### src/rtl/decode_issue_ctrl.sv
// -----------------------------------------------------------------------------
// decode_issue_ctrl
//
// Decode-stage front controller. Accepts fetched instructions over a
// valid/ready handshake, classifies each opcode into the TYPE code used by the
// immediate extender, and buffers up to two decoded entries in a skid queue.
// The head entry is issued downstream under backpressure. A synchronous flush
// empties the queue, and a saturating counter tracks issued instructions.
//
// Ports:
//   CLK          in   clock, all state updates on the rising edge
//   RSTN         in   asynchronous active-low reset
//   IN_VALID     in   fetch presents an instruction
//   IN_INS[31:0] in   fetched instruction word
//   IN_PC[31:0]  in   PC of IN_INS
//   IN_READY     out  queue has room (registered count only)
//   OUT_VALID    out  head entry valid
//   OUT_READY    in   downstream consumes the head this cycle
//   OUT_INS      out  head instruction word
//   OUT_PC       out  head PC
//   OUT_TYPE     out  head TYPE code (NONE when the queue is empty)
//   OUT_ILLEGAL  out  head opcode unrecognised (0 when the queue is empty)
//   FLUSH        in   synchronous flush from branch/jump resolution
//   ISSUE_CNT    out  saturating count of issued instructions
// -----------------------------------------------------------------------------
module decode_issue_ctrl #(
  parameter int DEPTH = 2,
  parameter int CNT_W = 16
) (
  input  logic             CLK,
  input  logic             RSTN,
  input  logic             IN_VALID,
  input  logic [31:0]      IN_INS,
  input  logic [31:0]      IN_PC,
  output logic             IN_READY,
  output logic             OUT_VALID,
  input  logic             OUT_READY,
  output logic [31:0]      OUT_INS,
  output logic [31:0]      OUT_PC,
  output logic [2:0]       OUT_TYPE,
  output logic             OUT_ILLEGAL,
  input  logic             FLUSH,
  output logic [CNT_W-1:0] ISSUE_CNT
);

  typedef enum logic [2:0] {
    TYPE_R    = 3'd0,
    TYPE_I    = 3'd1,
    TYPE_S    = 3'd2,
    TYPE_B    = 3'd3,
    TYPE_U    = 3'd4,
    TYPE_J    = 3'd5,
    TYPE_NONE = 3'd7
  } ins_type_e;

  // Queue storage; pointers are one bit because only two entries exist.
  logic [31:0] ins_q     [DEPTH];
  logic [31:0] pc_q      [DEPTH];
  ins_type_e   type_q    [DEPTH];
  logic        illegal_q [DEPTH];

  logic       wr_ptr_q, wr_ptr_d;
  logic       rd_ptr_q, rd_ptr_d;
  logic [1:0] count_q,  count_d;
  logic [CNT_W-1:0] issue_cnt_q, issue_cnt_d;

  ins_type_e  dec_type;
  logic       dec_illegal;
  logic       push;
  logic       pop;

  // ---------------------------------------------------------------------------
  // Opcode classification
  // ---------------------------------------------------------------------------
  // NOTE: every signal assigned in always_comb gets a default first so no
  // path leaves it unassigned; that is what keeps latches from being inferred.
  always_comb begin
    dec_type = TYPE_NONE;
    unique case (IN_INS[6:0])
      7'b0110011:                                     dec_type = TYPE_R;
      7'b0010011, 7'b0000011, 7'b1100111,
      7'b0001111, 7'b1110011:                         dec_type = TYPE_I;
      7'b0100011:                                     dec_type = TYPE_S;
      7'b1100011:                                     dec_type = TYPE_B;
      7'b0110111, 7'b0010111:                         dec_type = TYPE_U;
      7'b1101111:                                     dec_type = TYPE_J;
      default:                                        dec_type = TYPE_NONE;
    endcase
  end

  assign dec_illegal = (dec_type == TYPE_NONE);

  // ---------------------------------------------------------------------------
  // Handshake: both readies come from registered count only, so there is no
  // combinational path from OUT_READY to IN_READY.
  // ---------------------------------------------------------------------------
  assign IN_READY  = (count_q != 2'd2);
  assign OUT_VALID = (count_q != 2'd0);
  assign push      = IN_VALID & IN_READY;
  assign pop       = OUT_VALID & OUT_READY;

  // ---------------------------------------------------------------------------
  // Next-state logic
  // ---------------------------------------------------------------------------
  always_comb begin
    wr_ptr_d    = wr_ptr_q;
    rd_ptr_d    = rd_ptr_q;
    count_d     = count_q;
    issue_cnt_d = issue_cnt_q;

    if (FLUSH) begin
      // Same-cycle push/pop are discarded; the issue counter is kept.
      wr_ptr_d = 1'b0;
      rd_ptr_d = 1'b0;
      count_d  = 2'd0;
    end else begin
      if (push) wr_ptr_d = ~wr_ptr_q;
      if (pop)  rd_ptr_d = ~rd_ptr_q;
      unique case ({push, pop})
        2'b10:   count_d = count_q + 2'd1;
        2'b01:   count_d = count_q - 2'd1;
        default: count_d = count_q;
      endcase
      if (pop && (issue_cnt_q != {CNT_W{1'b1}})) begin
        issue_cnt_d = issue_cnt_q + CNT_W'(1);
      end
    end
  end

  // NOTE: sequential state uses non-blocking assignments so every register
  // samples the pre-edge values regardless of statement order.
  always_ff @(posedge CLK or negedge RSTN) begin
    if (!RSTN) begin
      wr_ptr_q    <= 1'b0;
      rd_ptr_q    <= 1'b0;
      count_q     <= 2'd0;
      issue_cnt_q <= '0;
    end else begin
      wr_ptr_q    <= wr_ptr_d;
      rd_ptr_q    <= rd_ptr_d;
      count_q     <= count_d;
      issue_cnt_q <= issue_cnt_d;
    end
  end

  // NOTE: the entry storage is deliberately not reset. Its contents only
  // matter while count is non-zero, and the outputs below mask TYPE/ILLEGAL
  // when the queue is empty, so a reset here would only cost flops.
  always_ff @(posedge CLK) begin
    if (push && !FLUSH) begin
      ins_q[wr_ptr_q]     <= IN_INS;
      pc_q[wr_ptr_q]      <= IN_PC;
      type_q[wr_ptr_q]    <= dec_type;
      illegal_q[wr_ptr_q] <= dec_illegal;
    end
  end

  // ---------------------------------------------------------------------------
  // Head outputs
  // ---------------------------------------------------------------------------
  assign OUT_INS     = ins_q[rd_ptr_q];
  assign OUT_PC      = pc_q[rd_ptr_q];
  assign OUT_TYPE    = OUT_VALID ? type_q[rd_ptr_q] : TYPE_NONE;
  assign OUT_ILLEGAL = OUT_VALID & illegal_q[rd_ptr_q];
  assign ISSUE_CNT   = issue_cnt_q;

endmodule

### config.mk
export PLATFORM = sky130hd
export DESIGN_NAME = decode_issue_ctrl
export DESIGN_NICKNAME = d
export VERILOG_FILES = /design/src/rtl/decode_issue_ctrl.sv
export SDC_FILE = /design/constraint.sdc
export NUM_CORES = 1
export LEC_CHECK = 0
export CELL_PAD_IN_SITES_DETAIL_PLACEMENT = 0
export CELL_PAD_IN_SITES_GLOBAL_PLACEMENT = 1
export CORE_ASPECT_RATIO = 1.4
export CORE_MARGIN = 3
export CORE_UTILIZATION = 50
export DETAILED_ROUTE_END_ITERATION = 10
export DONT_BUFFER_PORTS = 1
export PLACE_DENSITY = 0.84
export SYNTH_ARGS = -nofsm -noshare
export SYNTH_HDL_FRONTEND = slang
export SYNTH_SLANG_ARGS = --single-unit
### constraint.sdc
create_clock -name CLK -period 19.3 [get_ports CLK]
set_input_delay 3.86 -clock CLK [delete_from_list [all_inputs] [get_ports CLK]]
set_output_delay 3.86 -clock CLK [all_outputs]
set_load 0.1 [all_outputs]
==> results of run 1 <==
state kept, by name (all words and copies together), names as in the netlist:
signal / flops
wr_ptr_q: 1
ins_q: 64
rd_ptr_q: 1
ISSUE_CNT: 16
illegal_q: 2
pc_q: 64
type_q: 6
count_q: 2
routing by layer:
metal	up-vias	global-route usage [%]	routed length (µm)
li1	1315	-	-
met1	1459	16.5	3650
met2	104	29.8	6330
met3	18	5.51	685
met4	0	8.43	301
met5	-	0	0
per-stage QoR:
| stage | instance area [µm²] | cells | total power [µW] | worst slack [ps] | hold slack, ps |
|---|---|---|---|---|---|
| 2_1_floorplan | 6090 | 335 | 564 | 9670 | 519 |
| 3_3_place_gp | 6280 | 477 | 573 | 13040 | 568 |
| 3_5_place_dp | 6280 | 477 | 576 | 13010 | 586 |
| 4_1_cts | 6850 | 509 | 888 | 12550 | 621 |
| 5_1_grt | 6850 | 509 | 905 | 12440 | 638 |
| 6_report | 6850 | 509 | 881 | 12630 | 609 |
cells in the mapped netlist, types with 2 or more instances:
| library cell | count |
|---|---|
| sky130_fd_sc_hd__and2_1 | 3 |
| sky130_fd_sc_hd__edfxtp_1 | 136 |
| sky130_fd_sc_hd__buf_1 | 4 |
| sky130_fd_sc_hd__o21bai_1 | 3 |
| sky130_fd_sc_hd__xor2_1 | 13 |
| sky130_fd_sc_hd__nand2b_1 | 5 |
| sky130_fd_sc_hd__mux2_2 | 65 |
| sky130_fd_sc_hd__mux2i_1 | 5 |
| sky130_fd_sc_hd__nor3_1 | 5 |
| sky130_fd_sc_hd__clkbuf_1 | 3 |
| sky130_fd_sc_hd__nor2_1 | 9 |
| sky130_fd_sc_hd__dfrtp_1 | 20 |
| sky130_fd_sc_hd__buf_2 | 2 |
| sky130_fd_sc_hd__nor3b_1 | 2 |
| sky130_fd_sc_hd__nor4_2 | 5 |
| sky130_fd_sc_hd__nand3_1 | 6 |
| sky130_fd_sc_hd__inv_1 | 2 |
| sky130_fd_sc_hd__o22ai_1 | 2 |
| sky130_fd_sc_hd__nand4_1 | 5 |
| sky130_fd_sc_hd__a21oi_1 | 4 |
| sky130_fd_sc_hd__nand2_1 | 13 |
| sky130_fd_sc_hd__and3_1 | 2 |
| sky130_fd_sc_hd__xnor2_1 | 4 |
power groups by stage:
| stage | Combinational, µW | Sequential, µW | Clock [µW] |
|---|---|---|---|
| 3_5_place_dp | 139 | 437 | 0 |
| 2_1_floorplan | 131 | 433 | 0 |
| 3_3_place_gp | 137 | 435 | 0 |
| 6_report | 138 | 429 | 314 |
| 4_1_cts | 139 | 430 | 319 |
| 5_1_grt | 141 | 431 | 332 |
critical path, cell delays in order (launching register included):
cell	delay [ps]
sky130_fd_sc_hd__dfrtp_2	770
sky130_fd_sc_hd__buf_4	580
sky130_fd_sc_hd__mux2i_1	170
sky130_fd_sc_hd__nor2_2	840
worst max path at each step:
stage | slack [ps] | depth (start not counted) | startpoint | end
after floorplan | 9670 | 2 | FLUSH | illegal_q[1]
after global routing | 12440 | 3 | rd_ptr_q | OUT_ILLEGAL
after detailed placement | 13010 | 3 | rd_ptr_q | OUT_ILLEGAL
after global placement | 13040 | 3 | rd_ptr_q | OUT_ILLEGAL
after CTS | 12550 | 3 | rd_ptr_q | OUT_ILLEGAL
final | 12630 | 3 | rd_ptr_q | OUT_ILLEGAL
cell families after synthesis:
| group | count (synthesis) |
|---|---|
| AO/OA/AOI/OAI | 14 |
| XOR/XNOR | 17 |
| adder cells (fa/ha/maj) | 1 |
| buffers and inverters | 13 |
| flip-flops | 156 |
| multiplexers | 70 |
| AND/OR/NAND/NOR | 64 |
cell type report:
class,count,area [µm²],share of cell area (%)
Sequential cell,156,4590,67.0
Tap cell,147,184,2.69
Clock buffer,18,429,6.27
Inverter,2,7.51,0.110
Timing Repair Buffer,6,45.0,0.658
Clock inverter,14,135,1.97
Multi-Input combinational cell,166,1460,21.3
==> run summary, run 1 <==
The flow ran to the end, and the final reports show no timing, DRC or antenna violations. The area fraction in compound gates after synthesis is 1.52%. The adder-cell area share of the yosys netlist came out at 0.205%. The final-layout fill cell count came out at 934. TritonCTS built the clock tree.

In this run, post-CTS repair resized a total of 0 instances. The source-to-sink clock delay at the later pin of the worst-skew pair came out at 410 ps. The CTS buffer count came out at 17. The total of buffers placed on input and output ports is 0.

The count of unique library cells instantiated by Yosys came out at 40. The sink count of the clock tree came out at 156. Buffers inserted to repair hold after CTS numbered 0. The tree is rooted in a sky130_fd_sc_hd__clkbuf_16.

The wire length per cell after detailed routing came out at 21.5 µm. The die covers 13600 µm². The placer's final routability congestion estimate came out at 0.763.

The number of vias in the routed layout came out at 2896. The net count reported at finish came out at 419. The sequential share of the synthesized area is 75.2%. The overall track demand over capacity in global routing is 16.4%.

After technology mapping, the gate count stands at 335. The depth of the worst hold-timing path came out at 2. The largest total area in the synthesized netlist belongs to sky130_fd_sc_hd__edfxtp_1. The internal reg-to-reg setup slack is 16260 ps.

The primary flip-flop cell chosen by synthesis mapping is sky130_fd_sc_hd__edfxtp_1. The count of cells along the worst register-to-register path is 6. After the first detailed-routing iteration, the DRC count stood at 152. 155 I/O pins were placed. The data required time at the worst endpoint came out at 15440 ps. The worst hold path terminates at wr_ptr_q. The class of the tightest hold or removal check is reg2reg. The analysis attributes to net switching a power of 295 µW. The initialized floorplan defines 47 standard-cell rows. The global route total overflow came out at 0.

The part of the total power dissipated in sequential elements is 48.7%. The share of total power dissipated in combinational logic is 15.6%. Setup repair after global routing left no endpoint under its margin. The starting density of the core is 51.3%. For this design the static power due to leakage is 0.00233 µW. The average footprint of a synthesized cell came out at 18.2 µm². Counting flops with an async set or reset pin after synthesis yields a share of 12.8%.

The area share of the largest cell type after synthesis is 67.0%. The area added between synthesis and finish came out at 12.3%. The placeable core area came out at 11900 µm². By area the synthesized netlist is led by sky130_fd_sc_hd__edfxtp_1 67%, sky130_fd_sc_hd__mux2_2 12%, sky130_fd_sc_hd__dfrtp_1 8.2%.

The library cell used most frequently in the layout, excluding fill and tap cells, is sky130_fd_sc_hd__edfxtp_1. Of the total power, the share spent switching nets is 33.5%. The synthesized netlist devotes 6.75% of its cell area to simple gates. The post-synth net total is 405. The pin count of the biggest net entering global routing came out at 42.

After clock tree synthesis, the clock-pin slew on the worst setup and hold paths is 60 ps. The share of total power in the clock network is 35.6%. Data on the critical path arrives at its endpoint at 2810 ps. The maximum count of clock buffers along a single path is 2. The worst register-to-register path ends at ISSUE_CNT[1]. The die is 137 µm tall. The time the worst path needs with I/O delays and setup is 6670 ps. The actual slew at the worst max-slew pin is 1120 ps. Dividing the detail-routed via count by the number of cells gives 5.69. The cell-internal power came out at 586 µW. The final number of setup-violating endpoints came out at 0. STA classifies the critical path endpoint as an output port. Max-cap violations in this run came to 0. 0 antenna diodes ended up in the layout. The final core area utilization came out at 57.6%. The total of warnings raised by yosys came out at 0.

The first-pass GRT wire length is 16500 µm. The width of the die came out at 99.3 µm. The detailed-routing iteration count for the pre-antenna-repair pass is 4. The remaining routing DRC violations is 0. The multiplexer share of the synthesized area came out at 12.8%. The area of the mapped netlist is 6090 µm². Yosys mapped a number of flops with a built-in enable equal to 136. Once detailed placement completed, the half-perimeter wirelength came to 7600 µm.

In this run, synthesis produced a sequential element count of 156. After synthesis, the largest family of logic cells by area is multiplexers. The number of levels in the clock H-tree is 4.

The setup path with the least slack is of type reg2out. The maximum clock rate came out at 0.150 GHz. The startpoint of the worst hold path is wr_ptr_q.

The initial antenna violation count was 0. Once the clock tree was built, the setup fixing pass inserted 0 buffers. The number of max-slew violations in the final report is 0. The fraction of layout instances using a drive strength above 1 is 32.3%. The final worst clock skew is 11.3 ps. For this design the ratio of total power to cell area is 129 nW/µm². The number of global-route vias before repair came out at 3112.

The worst register-to-register path begins at ISSUE_CNT[0]. In the finished design, the share of the clock period the worst path needs comes to 34.5%. The relative max-transition margin came out at 25.6%. The worst-case IR drop observed on VDD is 0.0798 mV. The post-detailed-route count of antenna-violating nets came out at 0. The post-route setup TNS came out at 0 ps. The highest fanout seen on the critical path came out at 41.

Leaving out fill and tap cells, the most frequent cells in the layout are 136 x sky130_fd_sc_hd__edfxtp_1, 65 x sky130_fd_sc_hd__mux2_2, 19 x sky130_fd_sc_hd__dfrtp_1. After Yosys synthesis, XOR and XNOR cells account for 2.44% of the synthesized area. The sort of element at the start of the critical path is a flop. The total wirelength of the detailed-routed design came out at 11000 µm. The hold violation count in the final report came out at 0.
No activity file was read; power rests on OpenSTA's default activity.
==> inputs of run 2 (changes only) <==
==> constraint.sdc (replaced) <==
create_clock -name CLK -period 6.3 [get_ports CLK]
set_input_delay 1.26 -clock CLK [delete_from_list [all_inputs] [get_ports CLK]]
set_output_delay 1.26 -clock CLK [all_outputs]
set_load 0.1 [all_outputs]
==> run summary, run 2 (synthesis gave the netlist of run 1 again) <==
TritonCTS built the clock tree. The detailed placement HPWL came out at 7350 µm. The sequential cells in the finished layout cover a total of 4590 µm². The final number of setup-violating endpoints is 0. The flow ran to the end, and the final reports show no timing, DRC or antenna violations. The cell count after placement came out at 475.

The longest clock path from root to sink contains 2 buffers. Entering global routing, the biggest net connects 51 pins. The final worst clock skew came out at 5.18 ps. The post-route cell area is 6840 µm². The area enclosed by the die boundary came out at 13600 µm². The maximum clock rate is 0.259 GHz. Clock tree synthesis selected as its root buffer the cell sky130_fd_sc_hd__clkbuf_16. The wire length per cell after detailed routing came out at 21.2 µm. The sort of element at the start of the critical path is a flop. The relative max-transition margin came out at 28.2%.

The min-delay analysis places its worst path in the category in2async. In this run the number of H-tree levels came out at 4. The hold violation count in the final report came out at 0. Dividing the detail-routed via count by the number of cells gives 5.62. The most common cell after layout, fill and taps aside is sky130_fd_sc_hd__edfxtp_1. The worst hold-check slack is 543 ps. The number of global-route vias before repair is 2917.

The time the worst path needs with I/O delays and setup is 3850 ps. In the layout the commonest cells are 136 x sky130_fd_sc_hd__edfxtp_1, 65 x sky130_fd_sc_hd__mux2_2, 19 x sky130_fd_sc_hd__dfrtp_1. The post-route setup TNS came out at 0 ps. The signal on the critical path passes through mux2i_1, nor2_2. The count of buffers added by post-CTS timing repair for setup is 0. The data required time at the worst endpoint is 5040 ps. The top-level I/O count is 155. The detailed-routing iteration count for the pre-antenna-repair pass is 3. The fraction of layout instances using a drive strength above 1 is 31.7%. The placed standard-cell area came out at 6280 µm².

The clock drives 156 sinks. The largest individual stage delay along the critical path comes from the cell sky130_fd_sc_hd__dfrtp_2. The highest fanout seen on the critical path came out at 47.

The total of buffers placed on input and output ports is 0. The starting density of the core came out at 51.3%. The first-iteration detailed-routing DRC count came out at 138. The power per cell area is 393 nW/µm². For the pin with the worst max-slew slack, the measured transition is 1080 ps. The count of nets left with antenna violations once routing finished came out at 0. The number of max-cap violations is 0. The number of vias in the routed layout came out at 2847. After detailed routing, the number of remaining DRC violations is 0. The first-pass GRT wire length came out at 16500 µm. The number of gates resized after cts is 0. The width of the die came out at 99.3 µm. Setup repair after global routing left no endpoint under its margin.

The arrival time at the worst endpoint is 2590 ps. The worst setup slack after placement is 2610 ps. The worst setup path is captured at an output port. Setup slack closes at 2450 ps. The peak supply drop is 0.271 mV. The number of max-slew violations in the final report is 0. The placeable core area came out at 11900 µm². The clock-pin slew on the worst setup and hold paths is 60 ps. The row count came out at 47. The worst setup path is of the reg2out kind. The final-layout fill cell count came out at 921. The delay of the slowest critical-path stage came out at 1070 ps. The initial antenna violation count came out at 0.

The global route total overflow is 0. The number of diodes is 0. The placer's final routability congestion estimate is 0.761.

For this run, the total global-route usage over all layers was measured as 16.3%. The post-route fraction of the period consumed by the critical path came out at 61.2%. Clock tree synthesis inserted a total of 17 buffers.

At the end of the flow, the number of nets in the layout was 417. The area added between synthesis and finish is 12.3%. The source-to-sink clock delay at the later pin of the worst-skew pair came out at 400 ps.

The post-cts hold buffer count is 0. The die span in y came out at 137 µm. The area of combinational cells with multiple inputs is 1470 µm². The routed design has 10800 µm of wire.

The leakage power total came out at 0.00233 µW. The filler-free cell count of the finished design came out at 507.
run 2: cell count changes in the layout (fill, tap and decap cells not counted), sizes merged:
cell      delta
clkinv       +1
clkbuf       -1
buf          -2
clkinvlp     -1
inv          +1
run 2: layout make-up:
type	instances	share of cell area [%]
Tap cell	147	2.69
Inverter	2	0.110
Clock buffer	17	6.22
Multi-Input combinational cell	166	21.5
Sequential cell	156	67.0
Clock inverter	15	2.03
Timing Repair Buffer	4	0.439
run 2: where the power goes:
part / leakage (µW) / total, µW / internal (µW) / switching [µW]
logic: 0.000540 / 417 / 64.4 / 353
clock network: 0.000272 / 956 / 550 / 406
registers: 0.00151 / 1320 / 1180 / 140
run 2: path summary, 6_finish.rpt:
| check | from | endpoint | slack [ps] | cells past startpoint |
|---|---|---|---|---|
| setup reg to reg | count_q[0] | ins_q[1][25] | 2610 | 4 |
| max in group asynchronous | RSTN | rd_ptr_q | 5670 | 0 |
| hold reg to reg | wr_ptr_q | wr_ptr_q | 640 | 2 |
| hold / removal | RSTN | ISSUE_CNT[3] | 540 | 0 |
| min in group CLK | wr_ptr_q | wr_ptr_q | 640 | 2 |
| setup / recovery | rd_ptr_q | OUT_ILLEGAL | 2450 | 2 |
run 2: worst max-delay path: cells and delay by family, from the launching register on:
kind             cells  cell delay, ps
flip-flops           1            1070
multiplexers         1             250
AND/OR/NAND/NOR      1             860
run 2: metrics by stage:
step / util [%] / power, µW
CTS: 57.6 / 2720
global route: 57.6 / 2770
detailed placement: 52.9 / 1760
global placement: 52.9 / 1760
floorplan: - / 1730
finish: 57.6 / 2690
run 2: layer usage:
layer	up-vias	share of wire, %	GRT usage [%]
li1	1318	-	-
met1	1423	35	17.4
met4	0	2.7	7.52
met3	18	6.4	5.76
met5	-	0	0
met2	88	56	28.7
==> inputs of run 3 (changes only) <==
==> constraint.sdc (replaced) <==
create_clock -name CLK -period 3.7 [get_ports CLK]
set_input_delay 0.74 -clock CLK [delete_from_list [all_inputs] [get_ports CLK]]
set_output_delay 0.74 -clock CLK [all_outputs]
set_load 0.1 [all_outputs]
==> run summary, run 3 (synthesis gave the netlist of run 1 again) <==
The run finished with clean final reports. The clock-pin slew on the worst setup and hold paths is 60 ps. STA classifies the critical path startpoint as a flop.

The longest clock path from root to sink contains 2 buffers. For this run, the total global-route usage over all layers was measured as 16.8%. The first-iteration detailed-routing DRC count came out at 151.

The clock arrives with 9.91 ps of skew. The number of diodes is 0. The number of levels in the clock H-tree came out at 4.

The maximum clock rate is 0.337 GHz. The source-to-sink clock delay at the later pin of the worst-skew pair came out at 410 ps. The row count came out at 47.

Once the floorplan was initialized, standard cells occupied 51.3% of the core. The area enclosed by the die boundary came out at 13600 µm². Cells with a size suffix above 1 make up 35.1% of the layout. Dividing the detail-routed via count by the number of cells gives 5.53. The data required time at the worst endpoint came out at 2960 ps. The leakage power total came out at 0.00246 µW.

The final-layout fill cell count is 879. The initial antenna violation count came out at 0. The number of vias in the routed layout came out at 2923.

For this block, the routed nets add up to 11400 µm of wire. The CTS buffer count is 17. The remaining routing DRC violations is 0.

Detailed placement finished with a half-perimeter wire length of 7650 µm. The post-detailed-route count of antenna-violating nets is 0. The critical path endpoint category is an output port.

The area added between synthesis and finish is 16.3%. The final number of setup-violating endpoints is 0. The post-route setup TNS is 0 ps. The highest fanout seen on the critical path is 37. The net count reported at finish is 439. The width of the die is 99.3 µm. In the finished design, the share of the clock period the worst path needs comes to 80.1%. The peak supply drop is 0.399 mV. Post-CTS repair changed the size of 0 cells. The top-level I/O count came out at 155.

The worst path needs 2960 ps of the cycle, external delays included. The number of max-slew violations in the final report is 0. The number of global-route vias before repair is 3122. The global route total overflow is 0. TritonCTS built the clock tree. At the worst endpoint, the arrival time is 2220 ps. The die span in y came out at 137 µm. The detailed-routing iteration count for the pre-antenna-repair pass is 4. The relative max-transition margin is 34.2%. The worst setup slack after placement is 1140 ps. The sink count of the clock tree came out at 156.

The hold violation count in the final report came out at 0. The placer's final routability congestion estimate is 0.769. The number of max-cap violations is 0. The wire length per cell after detailed routing is 21.5 µm. In the layout the commonest cells are 136 x sky130_fd_sc_hd__edfxtp_1, 65 x sky130_fd_sc_hd__mux2_2, 21 x sky130_fd_sc_hd__buf_4.

The most common cell after layout, fill and taps aside is sky130_fd_sc_hd__edfxtp_1. The type of the worst setup path is reg2out. Clock tree synthesis selected as its root buffer the cell sky130_fd_sc_hd__clkbuf_16.

The total of buffers placed on input and output ports came out at 0. In this run the standard cell core region covers 11900 µm². Setup repair after global routing left no endpoint under its margin.

The first-pass GRT wire length came out at 16900 µm. The actual slew at the worst max-slew pin is 986 ps. Entering global routing, the biggest net connects 69 pins. Once routing completed, OpenROAD measured the worst setup slack at 737 ps. The min-delay analysis places its worst path in the category in2async. The power per cell area came out at 668 nW/µm².
run 3: changes by cell type in the layout (fill, tap and decap cells not counted), moves of 2 or more:
| cell | delta |
|---|---|
| sky130_fd_sc_hd__buf_12 | +3 |
| sky130_fd_sc_hd__buf_4 | +17 |
| sky130_fd_sc_hd__bufinv_16 | +2 |
| sky130_fd_sc_hd__clkinv_4 | +2 |
| sky130_fd_sc_hd__dlygate4sd3_1 | +2 |
| sky130_fd_sc_hd__inv_6 | -4 |
run 3: stage by stage:
| step | std cells | total power, µW | hold slack [ps] | utilization, % | area, µm² |
|---|---|---|---|---|---|
| global route | 529 | 4880 | 3.67 | 59.7 | 7090 |
| CTS | 528 | 4790 | 0.451 | 59.6 | 7080 |
| floorplan | 335 | 2940 | 444 | - | 6120 |
| detailed placement | 495 | 3050 | 445 | 54.5 | 6470 |
| finish | 529 | 4730 | 31.4 | 59.7 | 7090 |
| global placement | 495 | 3040 | 445 | 54.5 | 6470 |
run 3: power breakdown:
group,internal [µW],switching (µW)
registers,2010,38.4
clock network,1060,664
logic,148,812
run 3: area by class of cell:
type                       count  area [µm²]  area share (%)
inverter                       2        7.51           0.106
timing repair buffer          26         238            3.35
multi-input combinational    166        1480            20.8
tap                          147         184            2.59
clock inverter                14         170            2.40
clock buffer                  18         429            6.05
sequential                   156        4590            64.7
run 3: what timing repair did:
item	in CTS	in global routing
hold endpoints to repair	11	8
buffers inserted	0	0
hold buffers	1	1
run 3: per-layer routing:
layer,vias to the layer above,routed length [µm],global-route usage [%]
met5,-,0,0
met4,0,258,7.90
met3,16,858,7.19
met2,94,6360,29.9
met1,1454,3890,16.9
li1,1359,-,-
run 3: final timing paths:
check / slack [ps] / end / startpoint / cells past startpoint
setup reg to reg: 1360 / illegal_q[1] / count_q[0] / 4
max in group asynchronous: 2530 / rd_ptr_q / RSTN / 1
hold reg to reg: 520 / ISSUE_CNT[10] / ISSUE_CNT[10] / 1
hold / removal: 30 / count_q[0] / RSTN / 0
setup / recovery: 740 / OUT_INS[20] / rd_ptr_q / 2
min in group CLK: 390 / rd_ptr_q / FLUSH / 1
run 3: critical path, stage by stage, from the launching register on:
cell                      delay (ps)
sky130_fd_sc_hd__dfrtp_2         850
sky130_fd_sc_hd__buf_12          310
sky130_fd_sc_hd__mux2_2          590
